File: src/rtl/taxi_pkg.sv
// Shared taxi-core definitions: switch-reader FSM encoding and the default
// switch scan interval.
package taxi_pkg;

   typedef enum logic [2:0] {
      IDLE     = 3'd0,
      LOAD     = 3'd1,
      SHIFT_LO = 3'd2,
      SHIFT_HI = 3'd3,
      DONE     = 3'd4
   } hc165_state_e;

   // 20 ms between scans at 50 MHz
   localparam logic [19:0] SCAN_CNT_MAX_DEFAULT = 20'd999_999;

endpackage

File: src/rtl/hc165_ctrl.sv
// Periodic reader for a chain of 74HC165 shift registers holding the fare/mode
// DIP switches. Define HC165_DEBOUNCE_EN to commit only two identical scans.
module hc165_ctrl
   import taxi_pkg::*;
#(
   parameter int          CHAIN_LEN    = 1,
   parameter int          CLK_DIV      = 4,
   parameter logic [19:0] SCAN_CNT_MAX = SCAN_CNT_MAX_DEFAULT,
   localparam int         DATA_W       = 8*CHAIN_LEN
)(
   input  logic              sys_clk,
   input  logic              sys_rst_n,
   input  logic              hc165_q7,
   output logic              hc165_pl_n,
   output logic              hc165_cp,
   output logic              hc165_ce_n,
   output logic [DATA_W-1:0] sw_data,
   output logic              sw_valid,
   output logic              sw_changed,
   output logic              busy
);

   localparam int               TMR_W     = $clog2(2*CLK_DIV) + 1;
   localparam int               BIT_W     = $clog2(DATA_W) + 1;
   localparam logic [TMR_W-1:0] LOAD_LAST = TMR_W'(2*CLK_DIV - 1);
   localparam logic [TMR_W-1:0] HALF_LAST = TMR_W'(CLK_DIV - 1);
   localparam logic [BIT_W-1:0] BIT_LAST  = BIT_W'(DATA_W - 1);

   hc165_state_e      state_r;
   hc165_state_e      state_nxt_s;
   logic [19:0]       scan_cnt_r;
   logic              scan_tick_s;
   logic [TMR_W-1:0]  tmr_r;
   logic              tmr_last_s;
   logic [BIT_W-1:0]  bit_cnt_r;
   logic [DATA_W-1:0] shreg_r;
   logic [DATA_W-1:0] sw_data_r;
   logic              commit_s;
   logic              accept_s;
   logic              pl_n_r;
   logic              cp_r;
   logic              ce_n_r;
   logic              sw_valid_r;
   logic              sw_changed_r;
   logic              busy_r;

`ifdef HC165_DEBOUNCE_EN
   logic [DATA_W-1:0] prev_r;

   assign accept_s = (shreg_r == prev_r);
`else
   assign accept_s = 1'b1;
`endif

   assign scan_tick_s = (scan_cnt_r == SCAN_CNT_MAX);
   // The word is complete when the last high half-period ends
   assign commit_s    = (state_r == SHIFT_HI) && (state_nxt_s == DONE);

   // Free-running scan interval counter; its wrap is the scan tick
   always_ff @(posedge sys_clk or negedge sys_rst_n) begin
      if (!sys_rst_n) begin
         scan_cnt_r <= 20'd0;
      end else if (scan_tick_s) begin
         scan_cnt_r <= 20'd0;
      end else begin
         scan_cnt_r <= scan_cnt_r + 20'd1;
      end
   end

   // Terminal count of the current phase timer
   always_comb begin
      tmr_last_s = 1'b0;
      case (state_r)
         LOAD:               tmr_last_s = (tmr_r == LOAD_LAST);
         SHIFT_LO, SHIFT_HI: tmr_last_s = (tmr_r == HALF_LAST);
         default:            tmr_last_s = 1'b0;
      endcase
   end

   // Next-state logic; ticks outside IDLE are simply ignored
   always_comb begin
      state_nxt_s = state_r;
      case (state_r)
         IDLE: begin
            if (scan_tick_s) state_nxt_s = LOAD;
            else             state_nxt_s = IDLE;
         end
         LOAD: begin
            if (tmr_last_s) state_nxt_s = SHIFT_LO;
            else            state_nxt_s = LOAD;
         end
         SHIFT_LO: begin
            if (tmr_last_s) state_nxt_s = SHIFT_HI;
            else            state_nxt_s = SHIFT_LO;
         end
         SHIFT_HI: begin
            if (!tmr_last_s)                state_nxt_s = SHIFT_HI;
            else if (bit_cnt_r == BIT_LAST) state_nxt_s = DONE;
            else                            state_nxt_s = SHIFT_LO;
         end
         DONE:    state_nxt_s = IDLE;
         default: state_nxt_s = IDLE;
      endcase
   end

   // State register, phase timer, bit counter and capture shift register
   always_ff @(posedge sys_clk or negedge sys_rst_n) begin
      if (!sys_rst_n) begin
         state_r   <= IDLE;
         tmr_r     <= '0;
         bit_cnt_r <= '0;
         shreg_r   <= '0;
      end else begin
         state_r <= state_nxt_s;
         if ((state_r == IDLE) || (state_nxt_s != state_r)) begin
            tmr_r <= '0;
         end else begin
            tmr_r <= tmr_r + TMR_W'(1'b1);
         end
         if (state_r == LOAD) begin
            bit_cnt_r <= '0;
         end else if ((state_r == SHIFT_HI) && tmr_last_s) begin
            bit_cnt_r <= bit_cnt_r + BIT_W'(1'b1);
         end
         // Sample q7 just before cp rises; first bit lands in the MSB
         if ((state_r == SHIFT_LO) && tmr_last_s) begin
            shreg_r <= {shreg_r[DATA_W-2:0], hc165_q7};
         end
      end
   end

   // Outputs are decoded from the next state so they line up with state_r
   always_ff @(posedge sys_clk or negedge sys_rst_n) begin
      if (!sys_rst_n) begin
         pl_n_r       <= 1'b1;
         cp_r         <= 1'b0;
         ce_n_r       <= 1'b1;
         busy_r       <= 1'b0;
         sw_valid_r   <= 1'b0;
         sw_changed_r <= 1'b0;
         sw_data_r    <= '0;
      end else begin
         pl_n_r       <= (state_nxt_s != LOAD);
         cp_r         <= (state_nxt_s == SHIFT_HI);
         ce_n_r       <= !((state_nxt_s == LOAD) || (state_nxt_s == SHIFT_LO) ||
                           (state_nxt_s == SHIFT_HI));
         busy_r       <= (state_nxt_s != IDLE);
         sw_valid_r   <= commit_s && accept_s;
         sw_changed_r <= commit_s && accept_s && (shreg_r != sw_data_r);
         if (commit_s && accept_s) begin
            sw_data_r <= shreg_r;
         end
      end
   end

`ifdef HC165_DEBOUNCE_EN
   // Every completed capture becomes the reference for the next scan
   always_ff @(posedge sys_clk or negedge sys_rst_n) begin
      if (!sys_rst_n) begin
         prev_r <= '0;
      end else if (commit_s) begin
         prev_r <= shreg_r;
      end
   end
`endif

   assign hc165_pl_n = pl_n_r;
   assign hc165_cp   = cp_r;
   assign hc165_ce_n = ce_n_r;
   assign busy       = busy_r;
   assign sw_valid   = sw_valid_r;
   assign sw_changed = sw_changed_r;
   assign sw_data    = sw_data_r;

endmodule

File: config.mk
export PLATFORM = sky130hd
export DESIGN_NAME = hc165_ctrl
export DESIGN_NICKNAME = d
export VERILOG_FILES = /design/src/rtl/taxi_pkg.sv /design/src/rtl/hc165_ctrl.sv
export SDC_FILE = /design/constraint.sdc
export NUM_CORES = 1
export LEC_CHECK = 0
export ABC_AREA = 1
export ABC_CLOCK_PERIOD_IN_PS = 1400
export CAP_MARGIN = 20
export CORE_ASPECT_RATIO = 1.5
export CORE_MARGIN = 2
export CORE_UTILIZATION = 55
export CTS_BUF_LIST = sky130_fd_sc_hd__clkbuf_8
export CTS_CLUSTER_SIZE = 40
export DETAILED_ROUTE_END_ITERATION = 7
export MAX_ROUTING_LAYER = met4
export PLACE_DENSITY = 0.78
export RECOVER_POWER = 25
export SYNTH_ARGS = -nofsm -noshare
export SYNTH_HDL_FRONTEND = slang
export SYNTH_SLANG_ARGS = --single-unit
File: constraint.sdc
create_clock -name sys_clk -period 1.4 [get_ports sys_clk]
set_input_delay 0.14 -clock sys_clk [delete_from_list [all_inputs] [get_ports sys_clk]]
set_output_delay 0.14 -clock sys_clk [all_outputs]
set_load 0.005 [all_outputs]
# After elaboration in Yosys (flattened, before gate mapping)
# Index checks and enable logic that the tools add are counted.
[totals] word_cells=52 out_inout_bits=14 register_bits=53 input_bits=3
[op_classes] add_sub_neg=3 reduce_logical=12 eq_ne=14 mux=11
[ops] op="adder 20 x 1 -> 20 bit, second input constant" count=1
[ops] op="equality test 20 bit, second input constant" count=1
[ops] op="two-way mux 20 bit" count=1
[ops] op="equality test 3 x 2 -> 1 bit, second input constant" count=4
[ops] op="two-way mux 4 bit" count=3
[ops] op="case mux 3 bit (4 select lines)" count=1
[ops] op="adder 4 x 1 -> 4 bit, second input constant" count=2
[ops] op="equality test 4 x 3 -> 1 bit, second input constant" count=2
[ops] op="!= test 8 bit" count=1
[ops] op="equality test 3 x 1 -> 1 bit, second input constant" count=2
[ops] op="two-way mux 3 bit" count=2
[ops] op="equality test 4 x 2 -> 1 bit, second input constant" count=1
[ops] op="logical AND 1 bit" count=4
[ops] op="equality test 3 bit, second input constant" count=1
[ops] op="logical NOT 3 bit" count=1
[ops] op="logical OR 1 bit" count=3
[ops] op="!= test 3 x 1 -> 1 bit, second input constant" count=1
[ops] op="!= test 3 bit" count=1
[ops] op="nonzero test 3 bit" count=1
[ops] op="two-way mux 1 bit" count=2
[ops] op="two-way mux 2 bit" count=1
[ops] op="case mux 1 bit (2 select lines)" count=1
[ops] op="nonzero test 2 bit" count=1
[ops] op="OR reduction 2 bit" count=1
[ops] op="logical NOT 1 bit" count=1

# Logic depth before layout (Yosys ltp)
# Gate-level depths: netlist of run 1.
[depth] ltp_word=9 mapped_depth=11 mapped_depth_nobuf=10

# Worst setup path before layout of run 1
# Ideal clock, no wire load.
[synth_path] path_kind="register to register" start="register tmr_r[0]" end="register tmr_r[2]" path_stages_with_launch=12 path_slack_ns=-0.061 period_less_slack_ns=1.461 arrival_ns=1.340 n_path_buf=1 path_cell_list="dfrtp_1 ha_1 nand2_1 nor2_2 nand2_4 inv_4 nand3_2 buf_6 inv_4 nor2_4 nand2_4 nor2_2"
[synth_via] elab_chain_len=7
[synth_rtl] element="start: declaration" line_no="hc165_ctrl.sv:33" rtl="logic [TMR_W-1:0] tmr_r;"
[synth_rtl] element="start signal: assignment" line_no="hc165_ctrl.sv:118" rtl="tmr_r <= tmr_r + TMR_W'(1'b1);"
[synth_rtl] element="equality test 4 x 2 -> 1 bit / equality test 4 x 3 -> 1 bit (equally long branches)" line_no="hc165_ctrl.sv:75, hc165_ctrl.sv:74"
[synth_rtl] element="case mux 1 bit (2 select lines) (*)" line_no="hc165_ctrl.sv:73" rtl="case (state_r)"
[synth_rtl] element="two-way mux 3 bit (*)" line_no="hc165_ctrl.sv:97" rtl="if (!tmr_last_s) state_nxt_s = SHIFT_HI;"
[synth_rtl] element="case mux 3 bit (4 select lines) (*)" line_no="hc165_ctrl.sv:83" rtl="case (state_r)"
[synth_rtl] element="net state_nxt_s[2]" line_no="hc165_ctrl.sv:30" rtl="hc165_state_e state_nxt_s;"
[synth_rtl] element="!= test 3 bit (*)" line_no="hc165_ctrl.sv:115" rtl="if ((state_r == IDLE) || (state_nxt_s != state_r)) begin"
[synth_rtl] element="logical OR 1 bit (*)" line_no="hc165_ctrl.sv:115"
[synth_rtl] element="two-way mux 4 bit (*)" line_no="hc165_ctrl.sv:115"
# Mark *: on every way through the listed nets, which the timed path passes. The rest lies on a longest branch.
# A chain may end at the register's enable or synchronous reset.

# Final worst setup path of run 1
[layout_path] start="register scan_cnt_r[0]" end="register scan_cnt_r[16]"
[layout_via] elab_chain_len=2
[layout_rtl] element="start: declaration" line_no="hc165_ctrl.sv:31" rtl="logic [19:0] scan_cnt_r;"
[layout_rtl] element="start signal: assignment" line_no="hc165_ctrl.sv:66" rtl="scan_cnt_r <= scan_cnt_r + 20'd1;"
[layout_rtl] element="adder 20 x 1 -> 20 bit / equality test 20 bit (equally long branches)" line_no="hc165_ctrl.sv:66, hc165_ctrl.sv:55"
[layout_rtl] element="two-way mux 20 bit (*)" line_no="hc165_ctrl.sv:63" rtl="end else if (scan_tick_s) begin"
# Mark *: on every way between the ends. The rest lies on a longest branch, timed or not.

==> impl_metrics.json, run 1 <==
{
  "setup_slack_ps": -46.3,
  "postSynthAreaPerCell_um2": 8.69,
  "synth_ff_type": "dfrtp_1",
  "cts_buffers": 5,
  "netlist_area_mm2": 0.00263,
  "rr_startpoint": "scan_cnt_r[0]",
  "ys_top_cells_by_area": "dfrtp_1, nand2_1, xor2_1",
  "synth_fa_ha_area_share_pct": 1.43,
  "io_buffer_count": 16,
  "syn-num-nets": 309,
  "fp.coreArea_mm2": 0.00458,
  "insertion_delay_ps": 310,
  "grt_pass1_wl_mm": 9.78,
  "place.gp.congestion": 1.05,
  "slowest_stage": "dfrtp_1",
  "synth-seq-cells": 53,
  "drc": 0,
  "cp-end-kind": "flip-flop",
  "drtIter0Drc": 101,
  "combPwrFrac_pct": 1.5,
  "gr-total-overflow": 0,
  "worst_pin_slew_ps": 724,
  "critPathMaxStageDelay_ps": 370,
  "synth_top_area_share_pct": 48.5,
  "placed_area_mm2": 0.00318,
  "cp_top_family": "simple AND/OR/NAND/NOR gates",
  "path_clk_slew_ps": 100,
  "wl_per_cell_um": 13.9,
  "num_rows": 30,
  "synth.distinct_cells": 31,
  "leakage_uw": 0.00176,
  "critPathMaxFanout": 5,
  "firstDrtPassIters": 4,
  "cp.buffers_inverters": 1,
  "htreeDepth": 2,
  "n_fill_cell": 309,
  "nNetsFinal": 384,
  "synthArstFlopShare_pct": 100,
  "violations": "setup timing",
  "maxCapViolCount": 0,
  "ff_latch_area_mm2": 0.00133,
  "sequentialPowerShare_pct": 61.9,
  "vias_per_cell": 5.12,
  "cts_tree": "built",
  "cp-start-kind": "flip-flop",
  "internal-power_uw": 1900,
  "fin_crit_sh_pct": 103,
  "dieWidth_um": 60.5,
  "post-route-util_pct": 77.9,
  "rsz0062_at_grt": "yes",
  "dp_slack_ps": -96.6,
  "antenna_found_initial": 0,
  "switchingPower_uw": 571,
  "path_cells": "ha_2, nand2_2, nor2_4, buf_4, nand2_1, nor3_2, xnor2_1, nor2_1",
  "worstSetupStartpoint": "scan_cnt_r[0]",
  "outcome": "finished, violations left",
  "drt_wl_total_mm": 6.15,
  "p_per_area_mw_per_mm2": 693,
  "synth_edf_count": 0,
  "crit_required_ps": 1610,
  "setup_viol": 18,
  "slew_viol_final": 0,
  "grt_max_degree": 54,
  "path_class": "reg2reg",
  "yosys.area_share.xor_xnor_pct": 7.65,
  "clock-sinks": 53,
  "ios": 17,
  "synth-simple-area-share_pct": 25.7,
  "area_growth_pct": 35.5,
  "via_count": 2269,
  "fin_crit_ps": 1450,
  "hold_slack_ps": 442,
  "tns_ps": -473,
  "switching_share_pct": 23.1,
  "yosysWarnings": 0,
  "finalHoldViolCount": 0,
  "dp_hpwl_mm": 4.02,
  "die_height_um": 88.8,
  "worstPathArrival_ps": 1650,
  "min-delay-start": "hc165_q7",
  "synthCells": 303,
  "grt_pass1_vias": 2304,
  "antenna_left": 0,
  "multi_input_area_mm2": 0.00127,
  "min_path_type": "in2reg",
  "fmax_mhz": 691,
  "relSlewSlack_pct": 51.7,
  "start_util_pct": 57.5,
  "fin_area_mm2": 0.00357,
  "root_buffer": "clkbuf_8",
  "drive_gt1_share_pct": 36.9,
  "track_usage_pct": 24.9,
  "die-area_mm2": 0.00537,
  "peakVddDrop_mv": 0.786,
  "synth_compound_area_share_pct": 7.13,
  "clockBufferDepth": 2,
  "clock-skew-final_ps": 6.91,
  "post-synth-top-area-cell": "dfrtp_1",
  "n_antenna_cell": 0,
  "clockPowerShare_pct": 36.7,
  "muxShareOfSynthArea_pct": 0,
  "synth_top_family_by_area": "simple AND/OR/NAND/NOR gates",
  "seq_area_frac_synth_pct": 50.5
}
-- per-layer routing --
| metal | GRT usage, % | vias to the layer above | share of wire [%] |
|---|---|---|---|
| met1 | 28.0 | 1105 | 38 |
| met2 | 43.3 | 35 | 57 |
| met5 | - | - | 0 |
| met3 | 3.22 | 17 | 2.1 |
| li1 | - | 1112 | - |
| met4 | 11.3 | 0 | 2.8 |
-- worst register-to-register path: cells and delay by family, from the launching register on --
kind / cells / cell delay (ps)
simple gates: 5 / 480
flops: 1 / 370
fa+ha+maj: 1 / 190
buf+inv: 1 / 150
xor+xnor: 1 / 150
-- kinds of logic (layout without fill, tap and decap cells) --
group | after synthesis | after routing
buffers and inverters | 50 | 126
AND/OR/NAND/NOR | 141 | 141
adder cells (fa/ha/maj) | 3 | 3
XOR/XNOR | 23 | 23
AO/OA/AOI/OAI | 33 | 33
flip-flops | 53 | 53
-- synthesized netlist by cell type, drive strengths merged (3+ instances only) --
cell type / count
ha: 3
xor2: 20
nand2: 59
xnor2: 3
nor3: 7
nand3: 21
buf: 3
inv: 47
nand4: 8
o21ai: 21
dfrtp: 51
a21oi: 6
nor2: 45
-- state kept, by name, indices dropped and copies added (netlist names) --
register / count
hc165_cp: 1
tmr_r: 4
hc165_pl_n: 1
bit_cnt_r: 4
sw_changed: 1
state_r: 3
sw_valid: 1
sw_data: 8
hc165_ce_n: 1
scan_cnt_r: 20
shreg_r: 8
busy: 1
-- worst paths after layout --
kind	slack, ps	depth (start not counted)	endpoint
worst max-delay path	-50	8	scan_cnt_r[16]
worst min-delay path	440	3	shreg_r[0]
worst max register to register	-50	8	scan_cnt_r[16]
worst min register to register	530	1	scan_cnt_r[2]
max in group asynchronous	370	3	state_r[1]
min in group asynchronous	510	3	scan_cnt_r[3]
-- placed cells by master, fill, tap and decap left out, types with 12 or more instances in the layout --
master	netlist	final
buf_4	0	45
clkdlybuf4s50_1	0	12
dfrtp_1	51	49
inv_1	39	36
nand2_1	53	40
nand2_2	4	16
nand3_1	19	15
nor2_1	34	26
nor2_2	8	13
xor2_1	20	20
-- power by group through the flow --
| stage | registers [µW] | logic (µW) | clock network, µW |
|---|---|---|---|
| after floorplan | 1560 | 0.000598 | 0 |
| after global placement | 1560 | 41.3 | 0 |
| after detailed placement | 1560 | 41.5 | 0 |
| after CTS | 1530 | 43.6 | 929 |
| after global routing | 1530 | 43.9 | 999 |
| final | 1530 | 36.5 | 906 |
-- through the flow --
step           cells  power, µW
6_report         443       2470
5_1_grt          443       2570
4_1_cts          431       2500
3_5_place_dp     420       1600
3_3_place_gp     420       1600
2_1_floorplan    303       1560
-- layout make-up --
| class | instances | area share, % |
|---|---|---|
| clock buffer | 5 | 1.93 |
| clock inverter | 3 | 0.736 |
| inverter | 47 | 5.36 |
| multi-input combinational | 200 | 35.6 |
| sequential | 53 | 37.3 |
| tap | 64 | 2.24 |
| timing repair buffer | 71 | 16.8 |
-- what timing repair did --
action	in CTS	in global routing
endpoints found under the setup margin	30	50
endpoints found under the hold margin	51	0
buffers inserted	2	12
resized for setup	27	35
pin swaps	13	7
hold buffers	1	0
cloned	0	0
No activity file was read; power rests on OpenSTA's default activity.
==> run 2: changes to the inputs <==
--- a/config.mk
+++ b/config.mk
@@ -12,6 +12,7 @@
 export CORE_MARGIN = 2
 export CORE_UTILIZATION = 55
 export CTS_BUF_LIST = sky130_fd_sc_hd__clkbuf_8
+export CTS_CLUSTER_DIAMETER = 50
 export CTS_CLUSTER_SIZE = 40
 export DETAILED_ROUTE_END_ITERATION = 7
 export MAX_ROUTING_LAYER = met4
==> results of run 2 <==
Same layout as run 1: the final DEF is identical, and so are final timing and power.
==> run 3: changes to the inputs <==
--- a/config.mk
+++ b/config.mk
@@ -9,7 +9,7 @@
 export ABC_CLOCK_PERIOD_IN_PS = 1400
 export CAP_MARGIN = 20
 export CORE_ASPECT_RATIO = 1.5
-export CORE_MARGIN = 2
+export CORE_MARGIN = 5
 export CORE_UTILIZATION = 55
 export CTS_BUF_LIST = sky130_fd_sc_hd__clkbuf_8
 export CTS_CLUSTER_DIAMETER = 50
@@ -18,6 +18,8 @@
 export MAX_ROUTING_LAYER = met4
 export PLACE_DENSITY = 0.78
 export RECOVER_POWER = 25
+export SKIP_CTS_REPAIR_TIMING = 1
+export SLEW_MARGIN = 10
 export SYNTH_ARGS = -nofsm -noshare
 export SYNTH_HDL_FRONTEND = slang
 export SYNTH_SLANG_ARGS = --single-unit
==> impl_metrics.json, run 3 (synthesis gave the netlist of run 1 again) <==
{
  "grt_max_degree": 45,
  "cts_buffers": 5,
  "setup_viol": 25,
  "clock-skew-final_ps": 10.7,
  "relSlewSlack_pct": 63.7,
  "path_class": "reg2reg",
  "fp.coreArea_mm2": 0.00458,
  "area_growth_pct": 38.5,
  "dieWidth_um": 66.5,
  "firstDrtPassIters": 4,
  "critPathMaxFanout": 2,
  "outcome": "finished, violations left",
  "dp_hpwl_mm": 4.04,
  "crit_required_ps": 1660,
  "maxCapViolCount": 0,
  "track_usage_pct": 19.8,
  "gr-total-overflow": 0,
  "top_layer": "met4",
  "placedCellCount": 419,
  "min_path_type": "in2async",
  "stdcell_count": 447,
  "cp_common_cell": "nor2_4",
  "n_antenna_cell": 0,
  "n_fill_cell": 305,
  "cp-end-kind": "flip-flop",
  "leakage_uw": 0.00188,
  "antenna_left": 0,
  "final_common_cell": "buf_4",
  "wl_per_cell_um": 14.0,
  "path_clk_slew_ps": 110,
  "io_buffer_count": 16,
  "reg2regPathDepth": 9,
  "wl_met2_mm": 3.50,
  "worstPathArrival_ps": 1800,
  "cts_tree": "built",
  "tns_ps": -1110,
  "wl_met3_um": 141,
  "num_rows": 30,
  "rsz0062_at_grt": "yes",
  "largest-register": "scan_cnt_r",
  "htreeDepth": 2,
  "drtIter0Drc": 117,
  "grt_pass1_wl_mm": 9.25,
  "start_util_pct": 57.5,
  "fin_crit_sh_pct": 110,
  "vias_per_cell": 5.04,
  "drc": 0,
  "final_cell_mix": "buf_4, dfrtp_1, nand2_1, inv_1, nor2_1",
  "largest_register_ffs": 20,
  "peakVddDrop_mv": 0.843,
  "drive_gt1_share_pct": 37.3,
  "cp-start-kind": "flip-flop",
  "p_per_area_mw_per_mm2": 678,
  "ios": 17,
  "clock-sinks": 53,
  "slowest_stage": "dfrtp_1",
  "via_count": 2252,
  "fmax_mhz": 651,
  "setup_slack_ps": -135,
  "die_height_um": 94.8,
  "drt_wl_total_mm": 6.26,
  "die-area_mm2": 0.00630,
  "slew_viol_final": 0,
  "root_buffer": "clkbuf_8",
  "antenna_found_initial": 0,
  "critPathMaxStageDelay_ps": 370,
  "finalHoldViolCount": 0,
  "grt_pass1_vias": 2174,
  "nNetsFinal": 388,
  "met1Wirelength_mm": 2.45,
  "worst_pin_slew_ps": 544,
  "clockBufferDepth": 2,
  "post-route-util_pct": 79.6,
  "violations": "setup timing",
  "fin_crit_ps": 1540,
  "insertion_delay_ps": 310,
  "path_cells": "ha_2, nand2_2, nor2_4, nand2_4, nor2_4, nand3_2, a21oi_2, nor2_2, buf_4",
  "place.gp.congestion": 0.969
}
==> run 3: layout make-up <==
| cell class | instances | area [µm²] | area share, % |
|---|---|---|---|
| tap | 64 | 80.1 | 2.20 |
| clock inverter | 3 | 25.0 | 0.686 |
| timing repair buffer | 75 | 661 | 18.1 |
| inverter | 47 | 189 | 5.18 |
| clock buffer | 5 | 68.8 | 1.89 |
| sequential | 53 | 1330 | 36.5 |
| multi-input combinational | 200 | 1290 | 35.5 |
==> run 3: critical path: cells and delay by family, from the launching register on <==
family,cells,cell delay (ps)
and+or+nand+nor,6,580
DFF,1,370
AOI/OAI and AO/OA,1,210
adders and majority gates,1,190
buffers and inverters,1,130
==> run 3: power breakdown <==
group,internal [µW],switching (µW),total (µW)
clock,366,542,907
sequential,1530,0,1530
combinational,6.60,29.4,36.0
total,1900,571,2470
==> run 3: worst paths after layout <==
check / startpoint / end / slack [ps]
min: sys_rst_n / sw_valid / 320
max: scan_cnt_r[0] / hc165_ce_n / -140
min in group sys_clk: hc165_q7 / shreg_r[0] / 390
max reg2reg: scan_cnt_r[0] / hc165_ce_n / -140
min reg2reg: sw_data[6] / sw_data[6] / 540
max in group asynchronous: sys_rst_n / scan_cnt_r[14] / 110
==> run 3: stage by stage <==
| step | total power [µW] | instance area [µm²] | hold slack (ps) | worst slack, ps |
|---|---|---|---|---|
| after global placement | 1600 | 3170 | 14.7 | -70.1 |
| after detailed placement | 1600 | 3170 | 19.5 | -99.1 |
| after CTS | 2500 | 3260 | -330 | -127 |
| after floorplan | 1560 | 2650 | -156 | -31.0 |
| final | 2470 | 3650 | 322 | -135 |
| after global routing | 2570 | 3650 | 359 | -200 |
==> run 3: metal layers <==
| metal | vias to the layer above | global-route usage, % |
|---|---|---|
| li1 | 1111 | - |
| met1 | 1098 | 21.4 |
| met2 | 30 | 34.4 |
| met3 | 13 | 3.69 |
| met4 | 0 | 9.15 |
| met5 | - | - |
